==> src/rtl/load_store_unit_if.sv <==
// Data-cache request/response bus between the load/store unit (master) and the data cache (slave).
interface load_store_unit_if;
   logic        mem_request;
   logic        mem_re;
   logic        mem_we;
   logic        mem_load;
   logic [3:0]  mem_mask;
   logic [7:0]  mem_address;
   logic [31:0] mem_wdata;
   logic        mem_valid;
   logic [31:0] mem_rdata;

   modport master (
      output mem_request, mem_re, mem_we, mem_load, mem_mask, mem_address, mem_wdata,
      input  mem_valid, mem_rdata
   );

   modport slave (
      input  mem_request, mem_re, mem_we, mem_load, mem_mask, mem_address, mem_wdata,
      output mem_valid, mem_rdata
   );
endinterface

==> src/rtl/load_store_unit.sv <==
// RV32I load/store unit: one outstanding data-cache access, lane steering, load extension, error reporting.
// Optional feature macro LSU_MISALIGN_TRAP_EN: trap misaligned accesses instead of forcing alignment.
module load_store_unit #(
   parameter int unsigned TIMEOUT_CYCLES = 15
) (
   input  logic                     clk,
   input  logic                     rst,
   input  logic                     op_valid,
   input  logic                     op_is_store,
   input  logic [2:0]               op_funct3,
   input  logic [31:0]              op_addr,
   input  logic [31:0]              op_wdata,
   output logic                     op_ready,
   output logic                     busy,
   output logic                     res_valid,
   output logic [31:0]              res_data,
   output logic                     exc_valid,
   output logic [1:0]               exc_cause,
   load_store_unit_if.master        mem
);

   typedef enum logic [1:0] {S_IDLE, S_WAIT, S_RESP} state_t;

   localparam logic [1:0] CAUSE_MISALIGN = 2'b01;
   localparam logic [1:0] CAUSE_ILLEGAL  = 2'b10;
   localparam logic [1:0] CAUSE_TIMEOUT  = 2'b11;
   localparam logic [7:0] TMO_LAST       = 8'(TIMEOUT_CYCLES - 1);

   state_t      state;
   logic [2:0]  funct3_q;
   logic [1:0]  off_q;
   logic        store_q;
   logic [7:0]  tmo_cnt;

   logic [1:0]  size;
   logic        legal;
   logic [1:0]  eff_off;
   logic [3:0]  dec_mask;
   logic [31:0] dec_wdata;
   logic [7:0]  lane_b;
   logic [15:0] lane_h;
   logic [31:0] load_ext;

   // Only the low ten address bits reach the cache.
   logic        unused_addr_hi;
   assign unused_addr_hi = ^op_addr[31:10];

   assign size = op_funct3[1:0];

`ifdef LSU_MISALIGN_TRAP_EN
   logic misaligned;
   assign misaligned = ((size == 2'b01) && op_addr[0]) ||
                       ((size == 2'b10) && (op_addr[1:0] != 2'b00));
`endif

   always_comb begin
      // NOTE: every always_comb output gets a default first so no path can infer a latch.
      legal     = 1'b0;
      eff_off   = op_addr[1:0];
      dec_mask  = 4'b0000;
      dec_wdata = 32'h0;
      case (op_funct3)
         3'b000, 3'b001, 3'b010: legal = 1'b1;
         3'b100, 3'b101:         legal = !op_is_store;
         default:                legal = 1'b0;
      endcase
`ifndef LSU_MISALIGN_TRAP_EN
      // Misaligned halfword/word accesses are silently rounded down to their natural boundary.
      case (size)
         2'b01:   eff_off = {op_addr[1], 1'b0};
         2'b10:   eff_off = 2'b00;
         default: eff_off = op_addr[1:0];
      endcase
`endif
      if (op_is_store) begin
         case (size)
            2'b00: begin
               dec_mask  = 4'b0001 << eff_off;
               dec_wdata = {4{op_wdata[7:0]}};
            end
            2'b01: begin
               dec_mask  = eff_off[1] ? 4'b1100 : 4'b0011;
               dec_wdata = {2{op_wdata[15:0]}};
            end
            default: begin
               dec_mask  = 4'b1111;
               dec_wdata = op_wdata;
            end
         endcase
      end
   end

   always_comb begin
      lane_b = mem.mem_rdata[{off_q, 3'b000} +: 8];
      lane_h = off_q[1] ? mem.mem_rdata[31:16] : mem.mem_rdata[15:0];
      case (funct3_q)
         3'b000:  load_ext = {{24{lane_b[7]}}, lane_b};
         3'b001:  load_ext = {{16{lane_h[15]}}, lane_h};
         3'b100:  load_ext = {24'h0, lane_b};
         3'b101:  load_ext = {16'h0, lane_h};
         default: load_ext = mem.mem_rdata;
      endcase
   end

   always_ff @(posedge clk) begin
      if (rst) begin
         state           <= S_IDLE;
         op_ready        <= 1'b1;
         busy            <= 1'b0;
         res_valid       <= 1'b0;
         res_data        <= 32'h0;
         exc_valid       <= 1'b0;
         exc_cause       <= 2'b00;
         mem.mem_request <= 1'b0;
         mem.mem_re      <= 1'b0;
         mem.mem_we      <= 1'b0;
         mem.mem_load    <= 1'b0;
         mem.mem_mask    <= 4'b0000;
         mem.mem_address <= 8'h00;
         mem.mem_wdata   <= 32'h0;
         funct3_q        <= 3'b000;
         off_q           <= 2'b00;
         store_q         <= 1'b0;
         tmo_cnt         <= 8'h00;
      end else begin
         // NOTE: flops use non-blocking assignments so every register samples pre-edge values.
         res_valid <= 1'b0;
         exc_valid <= 1'b0;
         case (state)
            S_IDLE: begin
               if (op_valid) begin
                  if (!legal) begin
                     exc_valid <= 1'b1;
                     exc_cause <= CAUSE_ILLEGAL;
`ifdef LSU_MISALIGN_TRAP_EN
                  end else if (misaligned) begin
                     exc_valid <= 1'b1;
                     exc_cause <= CAUSE_MISALIGN;
`endif
                  end else begin
                     funct3_q        <= op_funct3;
                     off_q           <= eff_off;
                     store_q         <= op_is_store;
                     mem.mem_address <= op_addr[9:2];
                     mem.mem_mask    <= dec_mask;
                     mem.mem_wdata   <= dec_wdata;
                     mem.mem_re      <= !op_is_store;
                     mem.mem_load    <= !op_is_store;
                     mem.mem_we      <= op_is_store;
                     mem.mem_request <= 1'b1;
                     tmo_cnt         <= 8'h00;
                     op_ready        <= 1'b0;
                     busy            <= 1'b1;
                     state           <= S_WAIT;
                  end
               end
            end
            S_WAIT: begin
               // A response on the terminal-count cycle still completes the access.
               if (mem.mem_valid) begin
                  res_valid       <= 1'b1;
                  res_data        <= store_q ? 32'h0 : load_ext;
                  mem.mem_request <= 1'b0;
                  mem.mem_re      <= 1'b0;
                  mem.mem_load    <= 1'b0;
                  mem.mem_we      <= 1'b0;
                  state           <= S_RESP;
               end else if (tmo_cnt == TMO_LAST) begin
                  exc_valid       <= 1'b1;
                  exc_cause       <= CAUSE_TIMEOUT;
                  mem.mem_request <= 1'b0;
                  mem.mem_re      <= 1'b0;
                  mem.mem_load    <= 1'b0;
                  mem.mem_we      <= 1'b0;
                  state           <= S_RESP;
               end else begin
                  tmo_cnt <= tmo_cnt + 8'h01;
               end
            end
            S_RESP: begin
               // Swallows the response the cache re-issues to the request seen still high.
               op_ready <= 1'b1;
               busy     <= 1'b0;
               state    <= S_IDLE;
            end
            default: begin
               op_ready <= 1'b1;
               busy     <= 1'b0;
               state    <= S_IDLE;
            end
         endcase
      end
   end

endmodule
==> src/flat_wrapper.sv <==
// flat-port wrapper written by rule: the top's interface ports become plain ports
module load_store_unit_flat 
#(
   parameter int unsigned TIMEOUT_CYCLES = 15
)
  (clk, rst, op_valid, op_is_store, op_funct3, op_addr, op_wdata, op_ready, busy, res_valid, res_data, exc_valid, exc_cause, mem_mem_request, mem_mem_re, mem_mem_we, mem_mem_load, mem_mem_mask, mem_mem_address, mem_mem_wdata, mem_mem_valid, mem_mem_rdata);
  load_store_unit_if mem_i ();
  input  logic clk;
  input  logic rst;
  input  logic op_valid;
  input  logic op_is_store;
  input  logic [2:0] op_funct3;
  input  logic [31:0] op_addr;
  input  logic [31:0] op_wdata;
  output logic op_ready;
  output logic busy;
  output logic res_valid;
  output logic [31:0] res_data;
  output logic exc_valid;
  output logic [1:0] exc_cause;
  output wire logic [$bits(mem_i.mem_request)-1:0] mem_mem_request;
  output wire logic [$bits(mem_i.mem_re)-1:0] mem_mem_re;
  output wire logic [$bits(mem_i.mem_we)-1:0] mem_mem_we;
  output wire logic [$bits(mem_i.mem_load)-1:0] mem_mem_load;
  output wire logic [$bits(mem_i.mem_mask)-1:0] mem_mem_mask;
  output wire logic [$bits(mem_i.mem_address)-1:0] mem_mem_address;
  output wire logic [$bits(mem_i.mem_wdata)-1:0] mem_mem_wdata;
  input wire logic [$bits(mem_i.mem_valid)-1:0] mem_mem_valid;
  input wire logic [$bits(mem_i.mem_rdata)-1:0] mem_mem_rdata;
  assign mem_mem_request = mem_i.mem_request;
  assign mem_mem_re = mem_i.mem_re;
  assign mem_mem_we = mem_i.mem_we;
  assign mem_mem_load = mem_i.mem_load;
  assign mem_mem_mask = mem_i.mem_mask;
  assign mem_mem_address = mem_i.mem_address;
  assign mem_mem_wdata = mem_i.mem_wdata;
  assign mem_i.mem_valid = mem_mem_valid;
  assign mem_i.mem_rdata = mem_mem_rdata;
  load_store_unit #(.TIMEOUT_CYCLES(TIMEOUT_CYCLES)) u_core (.clk(clk), .rst(rst), .op_valid(op_valid), .op_is_store(op_is_store), .op_funct3(op_funct3), .op_addr(op_addr), .op_wdata(op_wdata), .op_ready(op_ready), .busy(busy), .res_valid(res_valid), .res_data(res_data), .exc_valid(exc_valid), .exc_cause(exc_cause), .mem(mem_i));
endmodule
==> config.mk <==
export PLATFORM = sky130hd
export DESIGN_NAME = load_store_unit_flat
export DESIGN_NICKNAME = d
export VERILOG_FILES = /design/src/rtl/load_store_unit_if.sv /design/src/rtl/load_store_unit.sv /design/src/flat_wrapper.sv
export SDC_FILE = /design/constraint.sdc
export NUM_CORES = 1
export LEC_CHECK = 0
export CAP_MARGIN = 10
export CELL_PAD_IN_SITES_DETAIL_PLACEMENT = 0
export CELL_PAD_IN_SITES_GLOBAL_PLACEMENT = 1
export CORE_ASPECT_RATIO = 0.75
export CORE_MARGIN = 1.5
export CORE_UTILIZATION = 31
export DETAILED_ROUTE_END_ITERATION = 12
export GPL_TIMING_DRIVEN = 0
export PLACE_DENSITY_LB_ADDON = 0.08
export SLEW_MARGIN = 20
export SYNTH_ARGS = -nofsm -noshare
export SYNTH_HDL_FRONTEND = slang
export SYNTH_SLANG_ARGS = --single-unit
==> constraint.sdc <==
create_clock -name clk -period 2.3 [get_ports clk]
set_clock_uncertainty 0.1 [all_clocks]
set_input_delay 0.23 -clock clk [delete_from_list [all_inputs] [get_ports clk]]
set_output_delay 0.23 -clock clk [all_outputs]
set_load 0.1 [all_outputs]
==> results.md <==
* Status: finished, final reports clean
* Worst slew margin at 29.5%
* Req. time, crit path at between 1500 and 2000 ps
* Share of the synthesized area in the top cell type at 42.0%
* Mapped Area at about 4800 um2
* Via count at 4,960
* Top cell type by total area after synthesis: dfxtp_1
* P_sw at ~1.4 mW
* Main combinational cell family by area after synthesis: compound AO/OA/AOI/OAI gates
* Sw frac at around a third
* Share of layout cells above drive strength 1 at 8.36%
* Max VDD drop at 0.000404 V
* Top FF cell, synth: dfxtp_1
* First-pass iteration count of the detailed router at 5
* Hpwl dp at approximately 13,000 um
* Clk buf depth at 2
* Syn-to-layout area delta at 47.5%
* Data arrival, critical path at roughly 1900 ps
* CTS tree: done
* Lkg Pwr at ~2.5 nW
* Initial Util at 31.7%
* Sequential power share at between 40% and 50%
* Int Pwr at around 3 mW
* Post-synthesis mux area share at roughly 4.9%
* Global-route wire length before repair at 26,600 um
* Adder-cell share of the synthesized area at approximately 1.3%
* Critical path's top delay family: buffers and inverters
* Initial antenna violation count at 0
* Logic pwr share at around 25%
* Final Hold Fails at 0
* Synth cell types at 53
* Post-synth ARST share at 0%
* Post-Synthesis Cells at 560
* CTS clk-pin slew, worst paths at around 70 ps
* 1st-iter DRT viols at ~390
* Final Max Slew Viols at 0
* CP endpoint kind: output pin
* Final Power at between 4 and 5 mW
* Vias in the first global route at around 4,800
* Core Rows at 39
* Final-report setup violation count at 0
* Number of synthesized register bits at approximately 100
* Total gr overflow at 0
* Actual slew at the worst max-slew pin at about 1100 ps
* # DRC at 0
* IO buf count at about 170
* Cells along the critical path: clkdlybuf4s50_1
* RSZ-0062 raised after global routing: false
* Post-route clock period utilization at between 90% and 100%
* Via-per-instance ratio at 5.24
* Final ANT Viol Nets at 0
* Clk root buf: clkbuf_16
* Placer Congestion at approximately 0.85
* Die width at 147 um
* Register area share after synthesis at between 40% and 50%
* Pwr/cell area at between 600 and 700 nW/um2
* Min-Delay Path Class: in -> reg
* Post-Synth Simple-Gate Area at 18.4%
* H-Tree Depth at 3
* GRT Total Usage at between 20% and 30%
* Clk network pwr share at 34.5%
* Core ar. at approximately 15,000 um2
* Area contributors post-synth: dfxtp_1 42%, a21oi_1 7.0%, nand2_1 6.5%
* CP Class: reg -> out
* Compound-Gate Fraction of Synth Area at about 27%
* Number of buffers created by CTS at 9
* Post-DR wirelength/cell at 17.9 um
* Largest net degree at the start of global routing at 16
* Critical Path Max Stage Delay at 1150 ps
* Tmin final at 2210 ps
* Syn Nets at between 600 and 700
* Synth warn at 0
* Crit-path max FO at 4
* Worst-Skew Late Latency at approximately 340 ps
* XOR/XNOR Fraction of Synth Area at 0%
* Routed wire length at ~17,000 um
* Post-Syn Area per Cell at approximately 8.6 um2
* Die area at about 16,000 um2
* Worst path bufs/invs at 1
* Die Ht at roughly 110 um
* CTS sink cnt at 101
* Post-synth EDFFs at 0
* Hold slack at between 100 and 150 ps
* Final #Nets at between 800 and 900
* I/O pins at 190
* Achievable Freq at 452 MHz
* Critical path's slowest cell: clkdlybuf4s50_1
* Crit path launch type: flop
* Maxcap violations at 0
* Post-cts hold buffer count at 0
* Ant diodes at 0
[cells by family (layout without fill, tap and decap cells)]
kind of cell,Yosys count,after routing
adder cells (fa/ha/maj),5,5
multiplexers,21,21
buffers and inverters,71,253
AO/OA/AOI/OAI,182,182
AND/OR/NAND/NOR,180,180
flip-flops,101,101
[metrics by stage]
stage	cell area [um2]	util, %	setup slack, ps	std cells	setup TNS (ps)
after detailed placement	6740	44.4	-610	932	-27280
after global routing	7090	46.7	19.7	947	0
final	7090	46.7	88.4	947	0
after floorplan	4810	-	341	560	0
after global placement	6740	44.4	-590	932	-25760
after CTS	7050	46.4	53.4	946	0
[final timing paths]
path,from,endpoint,slack [ps],cells after the start
hold reg to reg,u_core.mem.mem_wdata[7],u_core.mem.mem_wdata[7],360,2
hold / removal,op_funct3[1],u_core.funct3_q[1],130,3
setup / recovery,u_core.mem.mem_load,mem_mem_load,90,1
setup reg to reg,u_core.tmo_cnt[0],u_core.tmo_cnt[2],120,7
[cell usage in the layout (no fill, tap or decap), types with 3 or more instances in the layout]
cell type / count
and2_1: 3
a21oi_1: 67
o211ai_1: 21
a21boi_0: 5
nand2_1: 83
buf_6: 3
inv_1: 19
mux2_2: 10
nor2b_1: 6
ha_1: 4
nor3_1: 3
nand2b_1: 20
o31ai_1: 4
a211oi_1: 6
clkbuf_16: 9
a32o_1: 18
buf_4: 4
a22o_1: 23
or3_1: 3
clkbuf_4: 3
o21a_1: 3
a32oi_1: 6
nor4_1: 3
clkdlybuf4s50_1: 165
clkbuf_1: 23
buf_2: 16
a21o_1: 8
dfxtp_1: 101
mux2i_1: 10
o21ai_0: 4
nand3_1: 37
nor2_1: 5
or4_1: 5
[repair_timing]
item                                    4_1_cts  5_1_grt
setup buffers                                 0        1
pin swaps                                     0        1
gates resized for setup                       5       15
endpoints found under the setup margin       38       77
[power groups by stage]
stage,Clock (mW),Sequential [mW],Combinational (mW)
after global routing,1.65,1.85,1.18
final,1.56,1.84,1.11
after CTS,1.59,1.84,1.10
after global placement,0,1.88,1.09
after detailed placement,0,1.88,1.10
after floorplan,0,2.24,0.353
[synthesized netlist by cell type, types with 6 or more instances]
cell      count
a32oi_1       6
a22o_1       23
nand3_1      37
nand2b_1     20
inv_1        19
buf_2        17
o211ai_1     21
dfxtp_1     101
nor2b_1       6
a21o_1        8
clkbuf_1     26
a32o_1       18
mux2i_1      10
nand2_1      83
a21oi_1      67
mux2_2       10
a211oi_1      6
[flip-flops by register name, indices dropped and copies added, names as in the netlist, 2 cells and up]
register                count
u_core.funct3_q             3
u_core.state                2
u_core.off_q                2
u_core.tmo_cnt              8
u_core.res_data            32
u_core.mem.mem_mask         4
u_core.exc_cause            2
u_core.mem.mem_address      8
u_core.mem.mem_wdata       32
[worst register-to-register path, cell delays in order (launching register included)]
cell      delay (ps)
dfxtp_1          400
inv_1             80
ha_1             210
and4b_1          240
and3_1           170
clkbuf_1         150
or4_1            490
a211oi_1         240
[cell type report]
| class | count | area (um2) |
|---|---|---|
| inverters | 20 | 75.1 |
| flip-flops and latches | 101 | 2020 |
| well taps | 205 | 256 |
| multi-input cells | 388 | 2500 |
| fillers | 1511 | 8080 |
| clock inverters | 3 | 46.3 |
| plain buffers | 51 | 259 |
| clock buffers | 11 | 253 |
| repair buffers | 168 | 1680 |
[layer usage]
metal  routed length, um  share of wire (%)  vias to the layer above  global-route usage (%)
met5                   0                  0                        -                       0
met4                 231                1.4                        0                    5.32
met3                1300                7.6                       17                    5.80
met2                6680                 39                      191                    28.9
met1                8770                 52                     2365                    31.3
li1                    -                  -                     2387                       -
(Power assumes the default switching activity.)
==> patch, RTL diff (same flow settings) <==
Add a define of `LSU_MISALIGN_TRAP_EN`.
--- a/src/rtl/load_store_unit.sv
+++ b/src/rtl/load_store_unit.sv
@@ -1,5 +1,7 @@
 // RV32I load/store unit: one outstanding data-cache access, lane steering, load extension, error reporting.
 // Optional feature macro LSU_MISALIGN_TRAP_EN: trap misaligned accesses instead of forcing alignment.
+`define LSU_MISALIGN_TRAP_EN
+
 module load_store_unit #(
    parameter int unsigned TIMEOUT_CYCLES = 15
 ) (
Formal check against the unedited RTL: not equivalent (Yosys sat finds a counterexample within 4 cycles, from zero or initial values and one cycle with rst high).
==> patch against the original RTL <==
Routed wire length is 2.0% lower; power is 0.36% lower; register-to-register slack better by 70 ps; fmax is 0.40% higher; worst setup slack better by 8.8 ps; highest routed layer unchanged; final cell count is 0.21% higher; synthesized area is 1.2% lower; non-clock buffer count is 4 lower; hold slack better by 200 ps; largest power group unchanged; final area is 1.3% lower; sequential cell count stayed put.
==> patch: results (changes against the original RTL) <==
layout:
  final_layout_size_suffix_gt1_frac: 0.0841  # +0.000554
  reg_top3: "u_core.mem.mem_wdata: 32 flops, u_core.res_data: 32 flops"
  syn2layout_area_growth_pct: 47.4  # about the same
  fillers: 1438  # -4.8%
  fin_nets: 852  # +0.47%
place:
  dp.cells: 934  # +0.21%
  placed_area_um2: 6650  # -1.3%
  dp_hpwl_um: 12900  # -2.3%
  gp_congestion: 0.863  # +1.6%
  io_buffers: 165  # -1.2%
global_routing:
  grt.total_usage: 0.207  # -0.00200
  grt_pass1_wl_um: 25700  # -3.2%
  first_global_vias: 4580  # -5.0%
critical_path:
  crit_arrival_ps: 1870
  reg2reg_from: "u_core.state[1]"
  rrSetupSlack_ps: 190  # +70 ps
  crit_family: "buffers and inverters"
  crit_slowest_cell: "clkdlybuf4s50_1"
  cp_max_fo: 3  # -1
  ff2ff_path_depth: 5  # -2
  worst_path_largest_cell_delay_ps: 1150  # about the same
  startpoint: "u_core.res_data[1]"
drt:
  drt-initial-drc-count: 271  # -30%
  routed_wl_um: 16700  # -2.0%
  via_count: 4802  # -3.2%
  via_per_inst: 5.06  # -3.4%
  firstDrtPassIters: 5  # unchanged
clock_network:
  root_buffer: "clkbuf_16"
  clk_pin_slew_worst_paths_ps: 70  # about the same
  h-tree-depth: 3  # unchanged
synth:
  syn-num-nets: 675  # +0.90%
  ys_warn_count: 0  # unchanged
  syn_avg_cell_area_um2: 8.35  # -2.8%
  synthMuxAreaShare: 0.0911  # +0.0422
  ys_types: 46  # -13%
  synthAdderAreaFrac: 0.00527  # -0.00774
  synth_common_cells: "nand2_1 (105), dfxtp_1 (101), a21oi_1 (72)"
  synth-compound-area-share: 0.224  # -0.0446
  yosysSeqAreaShare: 0.426  # +0.00532
  ys_top_cells_by_area: "dfxtp_1 (43%), nand2_1 (8.3%), a21oi_1 (7.6%), mux2_2 (5.7%), nand3_1 (4.3%)"
  synth-async-reset-ratio: 0  # unchanged
hold_path:
  hold_class: "primary input to flop"
  hold_start: "op_addr[4]"
  worstHoldPathCells: 3  # unchanged
status:
  outcome: "finished, final reports clean"
timing:
  slew_headroom: 0.296  # +0.00111
  whs_ps: 328  # +200 ps
  fin_crit_sh: 0.958  # -0.00381
pwr:
  total_leakage_power_uw: 0.00252  # +2.1%
  vdd_ir_drop_max_mv: 0.339  # -16%
patch: area by class of cell:
| class | count | area share |
|---|---|---|
| repair buffers | 166 | 0.237 |
| multi-input cells | 401 | 0.352 |
| inverters | 18 | 0.00965 |
| plain buffers | 49 | 0.0322 |
| clock inverters | 4 | 0.0105 |
| flip-flops and latches | 101 | 0.289 |
| well taps | 200 | 0.0358 |
| clock buffers | 10 | 0.0341 |
patch: per-stage QoR:
stage / setup WS (ps) / TNS (ps) / power [µW] / utilization
5_1_grt: -29.6 / -29.6 / 4670 / 0.476
4_1_cts: 32.0 / 0 / 4540 / 0.474
3_5_place_dp: -390 / -18600 / 2890 / 0.453
2_1_floorplan: 510 / 0 / 2520 / -
3_3_place_gp: -355 / -19540 / 2890 / 0.453
6_report: 97.2 / 0 / 4500 / 0.476
patch: kinds of logic after synthesis:
logic type / count (synthesis)
AND/OR/NAND/NOR: 203
AO/OA/AOI/OAI: 157
flip-flops: 101
buffers and inverters: 67
multiplexers: 39
adder cells (fa/ha/maj): 2
patch: per-layer routing:
layer | track usage | part of all wire | wire, µm | vias up
li1 | - | - | - | 2387
met1 | 0.312 | 0.52 | 8710 | 2243
met2 | 0.287 | 0.40 | 6580 | 162
met3 | 0.0597 | 0.076 | 1260 | 10
met4 | 0.0394 | 0.0064 | 107 | 0
met5 | 0 | 0 | 0 | -
patch: worst reg2reg max path: stages (launching register included):
cell and delay [ps]:
dfxtp_1 390, nor2_1 280, nand4b_1 290, a2111oi_4 660, buf_6 230, a221o_1 120
patch: timing repair:
| action | 4_1_cts | 5_1_grt |
|---|---|---|
| endpoints found under the hold margin | 0 | 0 |
| setup buffers | 0 | 1 |
| resized for setup | 3 | 3 |
| gates cloned | 0 | 0 |
| setup endpoints to repair | 12 | 53 |
| pin swaps | 0 | 2 |
patch: path summary, 6_finish.rpt:
kind / endpoint
worst max-delay path: res_data[1]
worst min-delay path: u_core.mem.mem_address[2]
worst min register to register: u_core.mem.mem_mask[3]
worst max register to register: u_core.res_data[28]
patch: where the power goes:
group	internal [µW]	leakage (µW)	switching (µW)
combinational	339	0.00155	687
sequential	1800	0.000818	34.4
clock	972	0.000154	659
